<file path="config.mk">
export PLATFORM = sky130hd
export DESIGN_NAME = button_conditioner
export DESIGN_NICKNAME = d
export VERILOG_FILES = /design/src/rtl/chess_defs.sv /design/src/rtl/btn_debounce.sv /design/src/rtl/button_conditioner.sv
export SDC_FILE = /design/constraint.sdc
export NUM_CORES = 1
export LEC_CHECK = 0
export BUFFER_PORTS_ARGS = -buffer_cell sky130_fd_sc_hd__buf_2
export CORE_MARGIN = 5
export CORE_UTILIZATION = 50
export DETAILED_ROUTE_END_ITERATION = 12
export PLACE_DENSITY = 0.65
export REMOVE_ABC_BUFFERS = 1
export SLEW_MARGIN = 10
export SYNTH_ARGS = -nofsm -noshare
export SYNTH_HDL_FRONTEND = slang
export SYNTH_SLANG_ARGS = --single-unit
</file>
<file path="constraint.sdc">
create_clock -name CLK -period 3.23 [get_ports CLK]
set_clock_uncertainty 0.15 [all_clocks]
set_input_delay 0.646 -clock CLK [delete_from_list [all_inputs] [get_ports CLK]]
set_output_delay 0.646 -clock CLK [all_outputs]
set_load 0.02 [all_outputs]
</file>
<file path="src/rtl/chess_defs.sv">
// Constants shared by the button front end and game_logic: button indices
// and the command priority order used when several presses coincide.
package chess_defs;

  localparam int NUM_BTNS = 5;

  localparam int BTN_U = 0;
  localparam int BTN_L = 1;
  localparam int BTN_C = 2;
  localparam int BTN_R = 3;
  localparam int BTN_D = 4;

  typedef enum logic [1:0] {
    DB_IDLE      = 2'd0,
    DB_ARMING    = 2'd1,
    DB_PRESSED   = 2'd2,
    DB_RELEASING = 2'd3
  } db_state_e;

  // Keep only the highest-priority request, C > U > D > L > R; the rest are dropped.
  function automatic logic [NUM_BTNS-1:0] prio_pick(input logic [NUM_BTNS-1:0] req);
    logic [NUM_BTNS-1:0] gnt;
    gnt = '0;
    if (req[BTN_C]) begin
      gnt[BTN_C] = 1'b1;
    end else if (req[BTN_U]) begin
      gnt[BTN_U] = 1'b1;
    end else if (req[BTN_D]) begin
      gnt[BTN_D] = 1'b1;
    end else if (req[BTN_L]) begin
      gnt[BTN_L] = 1'b1;
    end else if (req[BTN_R]) begin
      gnt[BTN_R] = 1'b1;
    end else begin
      gnt = '0;
    end
    return gnt;
  endfunction

endpackage

</file>
<file path="src/rtl/btn_debounce.sv">
// One button channel: 2-FF synchroniser, debounce FSM and auto-repeat timer.
// Emits a registered single-cycle pulse on accepted presses and repeats.
module btn_debounce
  import chess_defs::*;
#(
  parameter int DB_COUNT      = 500000,
  parameter bit REPEAT_EN     = 1'b1,
  parameter int REPEAT_DELAY  = 25000000,
  parameter int REPEAT_PERIOD = 7500000
) (
  input  logic clk,
  input  logic rst_n,
  input  logic btn_raw,
  output logic pulse
);

  localparam int CW     = $clog2(DB_COUNT);
  localparam int RW_DLY = (REPEAT_DELAY > 1) ? $clog2(REPEAT_DELAY) : 1;
  localparam int RW_PER = (REPEAT_PERIOD > 1) ? $clog2(REPEAT_PERIOD) : 1;
  localparam int RW     = (RW_DLY > RW_PER) ? RW_DLY : RW_PER;

  localparam logic [CW-1:0] CNT_LAST = CW'(DB_COUNT - 1);
  localparam logic [CW-1:0] CNT_ONE  = CW'(1);
  localparam logic [RW-1:0] DLY_LAST = RW'(REPEAT_DELAY - 1);
  localparam logic [RW-1:0] PER_LAST = RW'(REPEAT_PERIOD - 1);
  localparam logic [RW-1:0] RCNT_ONE = RW'(1);

  db_state_e       state_q, state_d;
  logic [1:0]      sync_q, sync_d;
  logic [CW-1:0]   cnt_q, cnt_d;
  logic [RW-1:0]   rcnt_q, rcnt_d;
  logic            rmode_q, rmode_d;
  logic            pulse_q, pulse_d;
  logic            level_s;

  assign level_s = sync_q[1];
  assign pulse   = pulse_q;

  // Synchroniser shift: newest raw sample enters bit 0.
  always_comb begin
    sync_d = {sync_q[0], btn_raw};
  end

  // FSM state register.
  always_ff @(posedge clk) begin
    if (!rst_n) begin
      state_q <= DB_IDLE;
    end else begin
      state_q <= state_d;
    end
  end

  // Next-state logic and the stable-level counter.
  always_comb begin
    state_d = state_q;
    cnt_d   = cnt_q;
    case (state_q)
      DB_IDLE: begin
        cnt_d = '0;
        if (level_s) begin
          state_d = DB_ARMING;
        end else begin
          state_d = DB_IDLE;
        end
      end
      DB_ARMING: begin
        if (!level_s) begin
          state_d = DB_IDLE;
          cnt_d   = '0;
        end else if (cnt_q == CNT_LAST) begin
          state_d = DB_PRESSED;
          cnt_d   = '0;
        end else begin
          state_d = DB_ARMING;
          cnt_d   = cnt_q + CNT_ONE;
        end
      end
      DB_PRESSED: begin
        cnt_d = '0;
        if (!level_s) begin
          state_d = DB_RELEASING;
        end else begin
          state_d = DB_PRESSED;
        end
      end
      DB_RELEASING: begin
        if (level_s) begin
          state_d = DB_PRESSED;
          cnt_d   = '0;
        end else if (cnt_q == CNT_LAST) begin
          state_d = DB_IDLE;
          cnt_d   = '0;
        end else begin
          state_d = DB_RELEASING;
          cnt_d   = cnt_q + CNT_ONE;
        end
      end
      default: begin
        state_d = DB_IDLE;
        cnt_d   = '0;
      end
    endcase
  end

  // Pulse generation: the accepted press, then delayed and periodic repeats.
  // Any cycle not spent staying in PRESSED clears the repeat timer and mode.
  always_comb begin
    pulse_d = 1'b0;
    rcnt_d  = '0;
    rmode_d = 1'b0;
    if ((state_q == DB_ARMING) && (state_d == DB_PRESSED)) begin
      pulse_d = 1'b1;
    end else if (REPEAT_EN && (state_q == DB_PRESSED) && (state_d == DB_PRESSED)) begin
      if (!rmode_q) begin
        if (rcnt_q == DLY_LAST) begin
          pulse_d = 1'b1;
          rmode_d = 1'b1;
          rcnt_d  = '0;
        end else begin
          rmode_d = 1'b0;
          rcnt_d  = rcnt_q + RCNT_ONE;
        end
      end else begin
        rmode_d = 1'b1;
        if (rcnt_q == PER_LAST) begin
          pulse_d = 1'b1;
          rcnt_d  = '0;
        end else begin
          rcnt_d  = rcnt_q + RCNT_ONE;
        end
      end
    end else begin
      pulse_d = 1'b0;
      rcnt_d  = '0;
      rmode_d = 1'b0;
    end
  end

  // Datapath registers.
  always_ff @(posedge clk) begin
    if (!rst_n) begin
      sync_q  <= 2'b00;
      cnt_q   <= '0;
      rcnt_q  <= '0;
      rmode_q <= 1'b0;
      pulse_q <= 1'b0;
    end else begin
      sync_q  <= sync_d;
      cnt_q   <= cnt_d;
      rcnt_q  <= rcnt_d;
      rmode_q <= rmode_d;
      pulse_q <= pulse_d;
    end
  end

endmodule

</file>
<file path="src/rtl/button_conditioner.sv">
// Five debounced button channels feeding a fixed-priority arbiter, so that
// game_logic sees at most one registered command pulse per cycle.
module button_conditioner
  import chess_defs::*;
#(
  parameter int DB_COUNT      = 500000,
  parameter bit REPEAT_EN     = 1'b1,
  parameter int REPEAT_DELAY  = 25000000,
  parameter int REPEAT_PERIOD = 7500000
) (
  input  logic CLK,
  input  logic RESET_N,
  input  logic BtnU_raw,
  input  logic BtnL_raw,
  input  logic BtnC_raw,
  input  logic BtnR_raw,
  input  logic BtnD_raw,
  output logic BtnU,
  output logic BtnL,
  output logic BtnC,
  output logic BtnR,
  output logic BtnD
);

  logic [NUM_BTNS-1:0] raw_s;
  logic [NUM_BTNS-1:0] pulse_s;
  logic [NUM_BTNS-1:0] out_d, out_q;

  assign raw_s[BTN_U] = BtnU_raw;
  assign raw_s[BTN_L] = BtnL_raw;
  assign raw_s[BTN_C] = BtnC_raw;
  assign raw_s[BTN_R] = BtnR_raw;
  assign raw_s[BTN_D] = BtnD_raw;

  // Centre is a confirm button, so it never auto-repeats.
  for (genvar i = 0; i < NUM_BTNS; i++) begin : g_btn
    btn_debounce #(
      .DB_COUNT      (DB_COUNT),
      .REPEAT_EN     ((i == BTN_C) ? 1'b0 : REPEAT_EN),
      .REPEAT_DELAY  (REPEAT_DELAY),
      .REPEAT_PERIOD (REPEAT_PERIOD)
    ) u_db (
      .clk     (CLK),
      .rst_n   (RESET_N),
      .btn_raw (raw_s[i]),
      .pulse   (pulse_s[i])
    );
  end

  // Arbiter: forward only the winning pulse.
  always_comb begin
    out_d = prio_pick(pulse_s);
  end

  // Output register.
  always_ff @(posedge CLK) begin
    if (!RESET_N) begin
      out_q <= '0;
    end else begin
      out_q <= out_d;
    end
  end

  assign BtnU = out_q[BTN_U];
  assign BtnL = out_q[BTN_L];
  assign BtnC = out_q[BTN_C];
  assign BtnR = out_q[BTN_R];
  assign BtnD = out_q[BTN_D];

endmodule

</file>
==> results of run 1 <==
==> power breakdown <==
group / internal [mW] / switching, mW / total (mW)
clock network: 2.07 / 1.15 / 3.22
logic: 0.00920 / 0.0145 / 0.0237
registers: 2.83 / 0.00448 / 2.84
total: 4.91 / 1.17 / 6.08
==> through the flow <==
| step | power [mW] | instances | area (sq um) |
|---|---|---|---|
| final | 6.08 | 1481 | 11800 |
| after floorplan | 2.91 | 1136 | 10300 |
| after CTS | 6.16 | 1481 | 11800 |
| after global routing | 6.28 | 1481 | 11800 |
| after detailed placement | 2.92 | 1435 | 10800 |
| after global placement | 2.92 | 1435 | 10800 |
==> cell usage after synthesis (all sizes together), types with 19 or more instances <==
library cell	n	area share, %
dfxtp	229	43
nor2	87	3.1
nand3	71	3.4
nor3	68	3.2
nand2	67	2.4
nand4	61	3.7
xnor2	56	4.6
xor2	56	4.6
a211oi	48	3.6
or4	44	3.3
o31ai	40	2.8
inv	38	1.3
or3	37	2.2
clkbuf	36	1.3
a21oi	29	1.4
o21ai	28	1.3
nor4	24	1.5
and4	22	1.8
and2	19	1.1
==> metal layers <==
layer	vias to the layer above	global-route usage [%]
met5	-	0
met4	0	4.21
met3	37	2.52
met2	87	28.4
met1	4065	23.3
li1	4417	-
==> final timing paths <==
kind | from | slack [ns] | endpoint | cells past startpoint
max | g_btn[4].u_db.cnt_q[7] | 0.75 | g_btn[4].u_db.cnt_q[4] | 4
min | BtnC_raw | 0.17 | g_btn[2].u_db.sync_q[0] | 2
max reg2reg | g_btn[4].u_db.cnt_q[7] | 0.75 | g_btn[4].u_db.cnt_q[4] | 4
min reg2reg | g_btn[1].u_db.sync_q[0] | 0.28 | g_btn[1].u_db.sync_q[1] | 1
==> critical path: cells and delay by family (launching register included) <==
kind	cells	cell delay [ns]
compound gates	1	0.56
flops	1	0.34
simple gates	3	1.29
==> flip-flops by register name (all words and copies together) (netlist names) <==
signal / count
g_btn.u_db.state_q: 10
g_btn.u_db.cnt_q: 95
g_btn.u_db.rmode_q: 4
out_q: 5
g_btn.u_db.rcnt_q: 100
g_btn.u_db.pulse: 5
g_btn.u_db.sync_q: 10
==> layout make-up <==
| type | count | area (sq um) |
|---|---|---|
| clock inverter | 14 | 249 |
| timing repair buffer | 24 | 153 |
| clock buffer | 32 | 692 |
| inverter | 38 | 143 |
| sequential | 229 | 4580 |
| tap | 275 | 344 |
| multi-input combinational | 869 | 5620 |
| fill | 1937 | 9170 |
==> cells by family after synthesis <==
logic type               share of synthesized area, %
AO/OA/AOI/OAI                                    10.7
XOR/XNOR                                         9.26
adder cells (fa/ha/maj)                          1.06
buffers and inverters                            3.62
flip-flops                                       43.3
multiplexers                                    0.284
AND/OR/NAND/NOR                                  31.8
==> run_results.csv, run 1 <==
group,metric,value,unit
run_status,status,"finished clean",
power,power_density,516,nW/um^2
sta,drv_slew,0,
critical_path,path_class,"reg2reg",
global_route,grt_pass1_vias,7974,
critical_path,cp-start-kind,"flop",
sta,worst_slew_pin_slew,0.624,ns
critical_path,slowest_delay,0.68,ns
place,place_congestion,0.765,
sta,setup_ws,0.747,ns
critical_path,crit_chain,"or4b_2 -> nor4_1 -> a21o_1 -> nor2_1",
finish,area_growth_syn_to_layout,11.3,%
global_route,overflow,0,
global_route,grt_usage,17.0,%
clocking,h-tree-depth,1,
floorplanning,initial_core_util,50.5,%
finish,antenna_cells,0,
sta,setup_tns,0,ns
drt,first_iter_violations,328,
floorplanning,num_rows,53,
clocking,numCtsBuffers,25,
logic_synthesis,synth-edff-count,0,
clocking,path_clk_slew,0.06,ns
critical_path,slowest_stage,"or4b_2",
global_route,grt_max_degree,35,
logic_synthesis,yosysSeqAreaShare,43.3,%
floorplanning,ioPinCount,12,
clocking,clkSinkCount,229,
drt,top_layer,"met4",
drt,met3_length,569,microns
drt,antenna_left,0,
clocking,cts.repair.resized,0,
drt,drc,0,
sta,final_hold_viol_count,0,
logic_synthesis,ys_types,55,
clocking,cts_tree,"yes",
critical_path,end_kind,"flop",
floorplanning,die_area,24200,sq um
clocking,root_buffer,"clkbuf_16",
sta,fin_crit_sh,76.9,%
sta,relSlewSlack,58.0,%
place,hpwlAfterDp,13.6,mm
logic_synthesis,syn_avg_cell_area,8.91,sq um
critical_path,worstPathMaxFanout,19,
drt,wl_met2,9.38,mm
logic_synthesis,netlist_area,10600,sq um
power,p_leak,3.37,nW
critical_path,cp.required,3.47,ns
job,max_cap_violations,0,
sta,fin_crit,2.48,ns
logic_synthesis,ys_ff_latch,229,
power,ir_drop,470,uV
drt,met1_length,10.4,mm
finish,layout_common_cells,"dfxtp_1, nor2_1, nand3_1, nor3_1, nand2_1",
drt,viasPerCell,5.81,
sta,holdWs,0.174,ns
clocking,clk_latency,0.52,ns
drt,drt_pass1_iterations,4,
clocking,clock_path_buffers,3,
floorplanning,core_area,21000,sq um
sta,rsz0062_at_grt,"no",
finish,final_common_cell,"dfxtp_1",
sta,fmax,403,MHz
hold_path,hold_path_class,"in2reg",
finish,drive_gt1_share,8.87,%
global_route,antenna_found_initial,0,
logic_synthesis,synth_ff_type,"dfxtp_1",
critical_path,critical_path_arrival,2.72,ns
clocking,holdBufCountCts,0,
floorplanning,die_h,156,microns
finish,post-route-util,56.3,%
global_route,grt_pass1_wl,36.4,mm
drt,routed_wl,20.8,mm
floorplanning,die_w,156,microns
sta,setup-violations-final,0,
finish,nets,1203,
place,dp_slack,0.731,ns
logic_synthesis,synth_cells,1189,
place,port_buffers,11,
clocking,cts_setup_buffers,0,
logic_synthesis,async_flop_share,0,%
logic_synthesis,yosys_warnings,0,
drt,wl_per_cell,14.1,microns
drt,num_vias,8606,
(Power assumes the default switching activity.)
==> run 2: changes to the inputs <==
- ABC_AREA: unset -> 1
- clock period: 3.23 -> 2.4 ns (I/O delays scaled with it)
==> run 2 against run 1 <==
Effect of this change:
- register-to-register slack worse by 0.24 ns
- sequential share of layout area down 2.5 points
- count of clock-buffer cells in the layout up 8
- final cell count up 35%
- die area up 6.6%
- first-iteration DRC count up 49%
- fmax up 31%
- wire length up 10%
- sequential power up 35%
==> run_results.csv, run 2 <==
group,metric,value,unit
logic_synthesis,synthTopCellsByArea,"dfxtp_1, nor2_1, nand2_1",
power,p_leak,4.48,nW
drt,num_vias,9861,
floorplanning,core_area,22500,sq um
clocking,cts.repair.resized,0,
logic_synthesis,syn_avg_cell_area,6.82,sq um
logic_synthesis,synth-edff-count,0,
clocking,clk_latency,0.52,ns
critical_path,cp-start-kind,"flop",
critical_path,slowest_delay,0.35,ns
sta,setup-violations-final,0,
logic_synthesis,yosysSeqAreaShare,40.4,%
finish,final_common_cell,"nor2_1",
sta,worst_slew_pin_slew,0.705,ns
global_route,grt_usage,18.0,%
critical_path,worstSetupStartpoint,"g_btn[3].u_db.cnt_q[0]",
power,power.switching,1.54,mW
clocking,holdBufCountCts,4,
finish,layout_common_cells,"nor2_1, nand2_1, dfxtp_1, inv_1, nand3_1",
power,internal_power,6.19,mW
critical_path,end_kind,"flop",
global_route,grt_pass1_wl,40.8,mm
critical_path,path_class,"reg2reg",
finish,layout.area.seq,4580,sq um
clocking,cts_setup_buffers,0,
logic_synthesis,netlist_area,11300,sq um
critical_path,crit_chain,"ha_1 -> nand3_1 -> nor3_1 -> nand2_1 -> nand2_2 -> buf_4 -> nor2_1",
logic_synthesis,ys_ff_latch,229,
finish,area_growth_syn_to_layout,11.1,%
power,clkPwrFrac,50.0,%
logic_synthesis,ys_types,43,
logic_synthesis,synth_ff_type,"dfxtp_1",
floorplanning,initial_core_util,50.4,%
finish,nets,1716,
clocking,numCtsBuffers,25,
critical_path,slowest_stage,"nor3_1",
logic_synthesis,synthMostInstantiatedCell,"nor2_1",
clocking,clock_path_buffers,3,
power,ir_drop,505,uV
finish,drive_gt1_share,6.92,%
finish,largestRegisters,"g_btn.u_db.rcnt_q x100, g_btn.u_db.cnt_q x95",
drt,drt_pass1_iterations,5,
power,power_density,614,nW/um^2
sta,final_hold_viol_count,0,
critical_path,worstPathMaxFanout,11,
sta,rsz0062_at_grt,"no",
sta,setup_tns,0,ns
logic_synthesis,synth_area_leader_cell,"dfxtp_1",
drt,routed_wl,23.0,mm
logic_synthesis,synth_cells,1663,
clocking,path_clk_slew,0.06,ns
floorplanning,die_w,161,microns
clocking,h-tree-depth,1,
global_route,grt_max_degree,19,
finish,largest_reg_flops,100,
logic_synthesis,ys_top_cells_by_count,"nor2_1, nand2_1, dfxtp_1",
finish,multi_input_area,5810,sq um
drt,wl_per_cell,11.5,microns
place,dp_slack,0.498,ns
power,comb_power_share,0.6,%
floorplanning,ioPinCount,12,
power,swShare,19.9,%
global_route,grt_pass1_vias,9285,
sta,relSlewSlack,52.7,%
logic_synthesis,async_flop_share,0,%
finish,antenna_cells,0,
finish,fillers,2200,
hold_path,hold_path_class,"in2reg",
drt,first_iter_violations,488,
clocking,clkSinkCount,229,
run_status,status,"finished clean",
global_route,antenna_found_initial,0,
clocking,cts_tree,"yes",
global_route,overflow,0,
sta,fin_crit,1.89,ns
hold_path,min_from,"BtnL_raw",
clocking,root_buffer,"clkbuf_16",
drt,drc,0,
finish,max_flop_register,"g_btn.u_db.rcnt_q",
drt,viasPerCell,4.92,
job,max_cap_violations,0,
sta,fmax,529,MHz
place,place_congestion,0.899,
drt,antenna_left,0,
floorplanning,die_h,161,microns
critical_path,worstReg2RegStart,"g_btn[3].u_db.cnt_q[0]",
logic_synthesis,yosysTopAreaCellShare,40.4,%
floorplanning,die_area,25800,sq um
critical_path,critical_path_arrival,2.15,ns
logic_synthesis,yosys_warnings,0,
place,port_buffers,11,
sta,drv_slew,0,
place,hpwlAfterDp,17.2,mm
power,sequentialPowerShare,49.4,%
floorplanning,num_rows,55,
sta,fin_crit_sh,78.8,%
critical_path,cp.required,2.66,ns
sta,setup_ws,0.510,ns
run 2: final cells by class:
class	count	area share [%]
well taps	285	2.83
repair buffers	23	1.23
clock buffers	40	6.29
inverters	223	6.65
flip-flops and latches	229	36.4
clock inverters	6	0.497
multi-input cells	1198	46.1
run 2: power by group through the flow:
stage          Sequential, mW  Clock, mW  Combinational [mW]
6_report                 3.82       3.86              0.0457
5_1_grt                  3.82       4.15              0.0512
4_1_cts                  3.82       4.00              0.0461
3_5_place_dp             3.90          0              0.0404
3_3_place_gp             3.90          0              0.0396
2_1_floorplan            3.90          0              0.0201
run 2: worst max-delay path: cells and delay by family, from the launching register on:
kind | cells | cell delay, ns
flops | 1 | 0.34
buf+inv | 1 | 0.20
fa+ha+maj | 1 | 0.25
simple gates | 5 | 0.84
run 2: routing by layer:
| layer | GRT usage, % | share of wire, % |
|---|---|---|
| met2 | 29.9 | 44 |
| met5 | 0 | 0 |
| met4 | 4.50 | 2.3 |
| met1 | 24.7 | 50 |
| met3 | 2.54 | 3.3 |
run 2: through the flow:
| stage | cell area, sq um | instances | hold WS, ns | total power, mW | utilization [%] |
|---|---|---|---|---|---|
| 2_1_floorplan | 11200 | 1650 | 0.240 | 3.92 | - |
| 3_3_place_gp | 11700 | 1954 | 0.244 | 3.94 | 52.0 |
| 3_5_place_dp | 11700 | 1954 | 0.249 | 3.94 | 52.0 |
| 4_1_cts | 12600 | 2004 | 0.00655 | 7.86 | 56.0 |
| 5_1_grt | 12600 | 2004 | 0.0168 | 8.02 | 56.0 |
| 6_report | 12600 | 2004 | 0.0199 | 7.73 | 56.0 |
run 2: logic make-up (layout without fill, tap and decap cells):
| logic type | count (synthesis) | after routing | share of synthesized area (%) |
|---|---|---|---|
| AO/OA/AOI/OAI | 77 | 77 | 3.68 |
| flip-flops | 229 | 229 | 40.4 |
| adder cells (fa/ha/maj) | 9 | 9 | 0.993 |
| buffers and inverters | 236 | 292 | 8.34 |
| AND/OR/NAND/NOR | 1023 | 1023 | 39.7 |
| XOR/XNOR | 89 | 89 | 6.88 |
run 2: final timing paths:
path,end,slack [ns],cells after the start
worst max-delay path,g_btn[3].u_db.cnt_q[10],0.51,7
worst min-delay path,g_btn[1].u_db.sync_q[0],0.02,3
worst max register to register,g_btn[3].u_db.cnt_q[10],0.51,7
worst min register to register,g_btn[4].u_db.sync_q[1],0.26,2
==> run 3: changes to the inputs <==
- ABC_AREA: 1 -> 0
- PLACE_DENSITY: 0.65 -> 0.68
- clock period: 2.4 -> 1.55 ns (I/O delays scaled with it)
==> run 3 against run 2 <==
Effect of this change:
- the run now ends with setup timing left
- clock power up 55%
- final area up 34%
- critical path depth down 2
- critical path type unchanged
==> run_results.csv, run 3 (same netlist as run 1, synthesis figures left out) <==
group,metric,value,unit
run_status,violations,"setup timing",
critical_path,critical_path_arrival,2.52,ns
place,hpwlAfterDp,17.4,mm
floorplanning,initial_core_util,50.5,%
run_status,status,"complete, but fails checks",
sta,relSlewSlack,73.7,%
place,place_congestion,0.844,
place,port_buffers,11,
place,dpl.cell_count,1752,
floorplanning,num_rows,53,
drt,wl_per_cell,19.6,microns
finish,post-route-util,80.7,%
sta,final_hold_viol_count,0,
clocking,numCtsBuffers,25,
critical_path,end_kind,"flop",
critical_path,cp_top_family,"simple AND/OR/NAND/NOR gates",
power,clkPwrFrac,50.0,%
drt,num_vias,11400,
power,p_leak,5.84,nW
finish,nets,1593,
clocking,root_buffer,"clkbuf_16",
finish,final_common_cell,"buf_4",
floorplanning,die_h,156,microns
finish,drive_gt1_share,51.2,%
sta,setup_ws,-0.692,ns
drt,drt_pass1_iterations,5,
job,max_cap_violations,0,
clocking,h-tree-depth,1,
sta,rsz0062_at_grt,"yes",
power,swShare,21.8,%
drt,first_iter_violations,655,
critical_path,cp.required,1.83,ns
place,placed_area,13400,sq um
finish,multi_input_area,7270,sq um
clocking,path_clk_slew,0.06,ns
critical_path,path_class,"reg2reg",
finish,final_cell_area,16900,sq um
global_route,grt_max_degree,27,
clocking,clock_path_buffers,3,
finish,max_flop_register,"g_btn.u_db.rcnt_q",
power,sequentialPowerShare,49.3,%
floorplanning,ioPinCount,12,
floorplanning,die_w,156,microns
drt,viasPerCell,6.08,
critical_path,worstPathMaxFanout,6,
global_route,overflow,0,
finish,antenna_cells,0,
hold_path,min_from,"RESET_N",
power,ir_drop,1110,uV
sta,setup-violations-final,212,
hold_path,hold_path_class,"in2reg",
floorplanning,die_area,24200,sq um
critical_path,crit_chain,"nand4_1 -> or4_4 -> buf_4 -> or3_1 -> a211oi_1",
clocking,cts_tree,"yes",
critical_path,worstSetupStartpoint,"g_btn[4].u_db.rcnt_q[7]",
place,dp_slack,-0.693,ns
global_route,grt_pass1_wl,51.2,mm
critical_path,critPathBufInv,1,
sta,fmax,446,MHz
critical_path,slowest_delay,0.59,ns
power,internal_power,9.35,mW
finish,area_growth_syn_to_layout,59.7,%
critical_path,slowest_stage,"or4_4",
power,comb_power_share,0.8,%
sta,fin_crit,2.24,ns
sta,drv_slew,0,
clocking,clk_latency,0.54,ns
drt,antenna_left,0,
power,total_power,12.0,mW
power,power_density,707,nW/um^2
sta,worst_slew_pin_slew,0.394,ns
critical_path,worstReg2RegStart,"g_btn[4].u_db.rcnt_q[7]",
finish,layout_common_cells,"buf_4, dfxtp_1, nand3_1, nand2_1, dfxtp_2",
finish,largestRegisters,"g_btn.u_db.rcnt_q x100, g_btn.u_db.cnt_q x95",
global_route,grt_pass1_vias,11000,
global_route,grt_usage,24.5,%
floorplanning,core_area,21000,sq um
global_route,antenna_found_initial,0,
critical_path,cp-start-kind,"flop",
drt,drc,0,
power,power.switching,2.60,mW
finish,final_cell_count_no_fill,1871,
finish,largest_reg_flops,100,
sta,fin_crit_sh,145,%
drt,routed_wl,36.7,mm
clocking,clkSinkCount,229,
finish,fillers,1139,
finish,layout.area.seq,4710,sq um
run 3: path summary, 6_finish.rpt:
check	endpoint	slack (ns)	depth (start not counted)
setup / recovery	g_btn[4].u_db.rcnt_q[18]	-0.69	5
hold / removal	g_btn[0].u_db.sync_q[1]	0.07	3
setup reg to reg	g_btn[4].u_db.rcnt_q[18]	-0.69	5
hold reg to reg	g_btn[3].u_db.sync_q[1]	0.29	1
run 3: tightest hold or removal path: stages:
cell	delay [ns]
buf_2	0.12
buf_12	0.15
and2_1	0.13
run 3: routing by layer:
| metal | GRT usage, % | vias to the layer above | part of all wire, % |
|---|---|---|---|
| met3 | 3.44 | 177 | 5.1 |
| li1 | - | 5210 | - |
| met1 | 29.7 | 5552 | 38 |
| met4 | 6.92 | 0 | 4.8 |
| met2 | 45.3 | 440 | 52 |
| met5 | 0 | - | 0 |
run 3: area by class of cell:
class | instances | area share (%)
clock inverters | 12 | 0.577
inverters | 38 | 0.843
flip-flops and latches | 229 | 27.8
well taps | 275 | 2.03
multi-input cells | 869 | 43.0
repair buffers | 414 | 21.5
clock buffers | 34 | 4.25
run 3: power by group through the flow:
| stage | logic [mW] | clock network [mW] | registers, mW |
|---|---|---|---|
| global route | 0.0986 | 6.27 | 5.89 |
| global placement | 0.0604 | 0 | 6.04 |
| floorplan | 0.0218 | 0 | 6.04 |
| detailed placement | 0.0634 | 0 | 6.04 |
| finish | 0.0923 | 5.97 | 5.89 |
| CTS | 0.0825 | 5.96 | 5.91 |
run 3: metrics by stage:
stage               setup TNS (ns)  hold slack (ns)
floorplan                  -113.79            0.262
global placement            -76.67            0.265
detailed placement          -82.74            0.270
CTS                         -61.17           0.0280
global route                -82.08           0.0655
finish                      -71.97           0.0651
run 3: repair_timing:
item,4_1_cts,5_1_grt
pin swaps,153,99
hold endpoints to repair,5,0
resized for setup,270,239
gates cloned,14,5
setup endpoints to repair,212,212
hold buffers,5,0
setup buffers,38,24
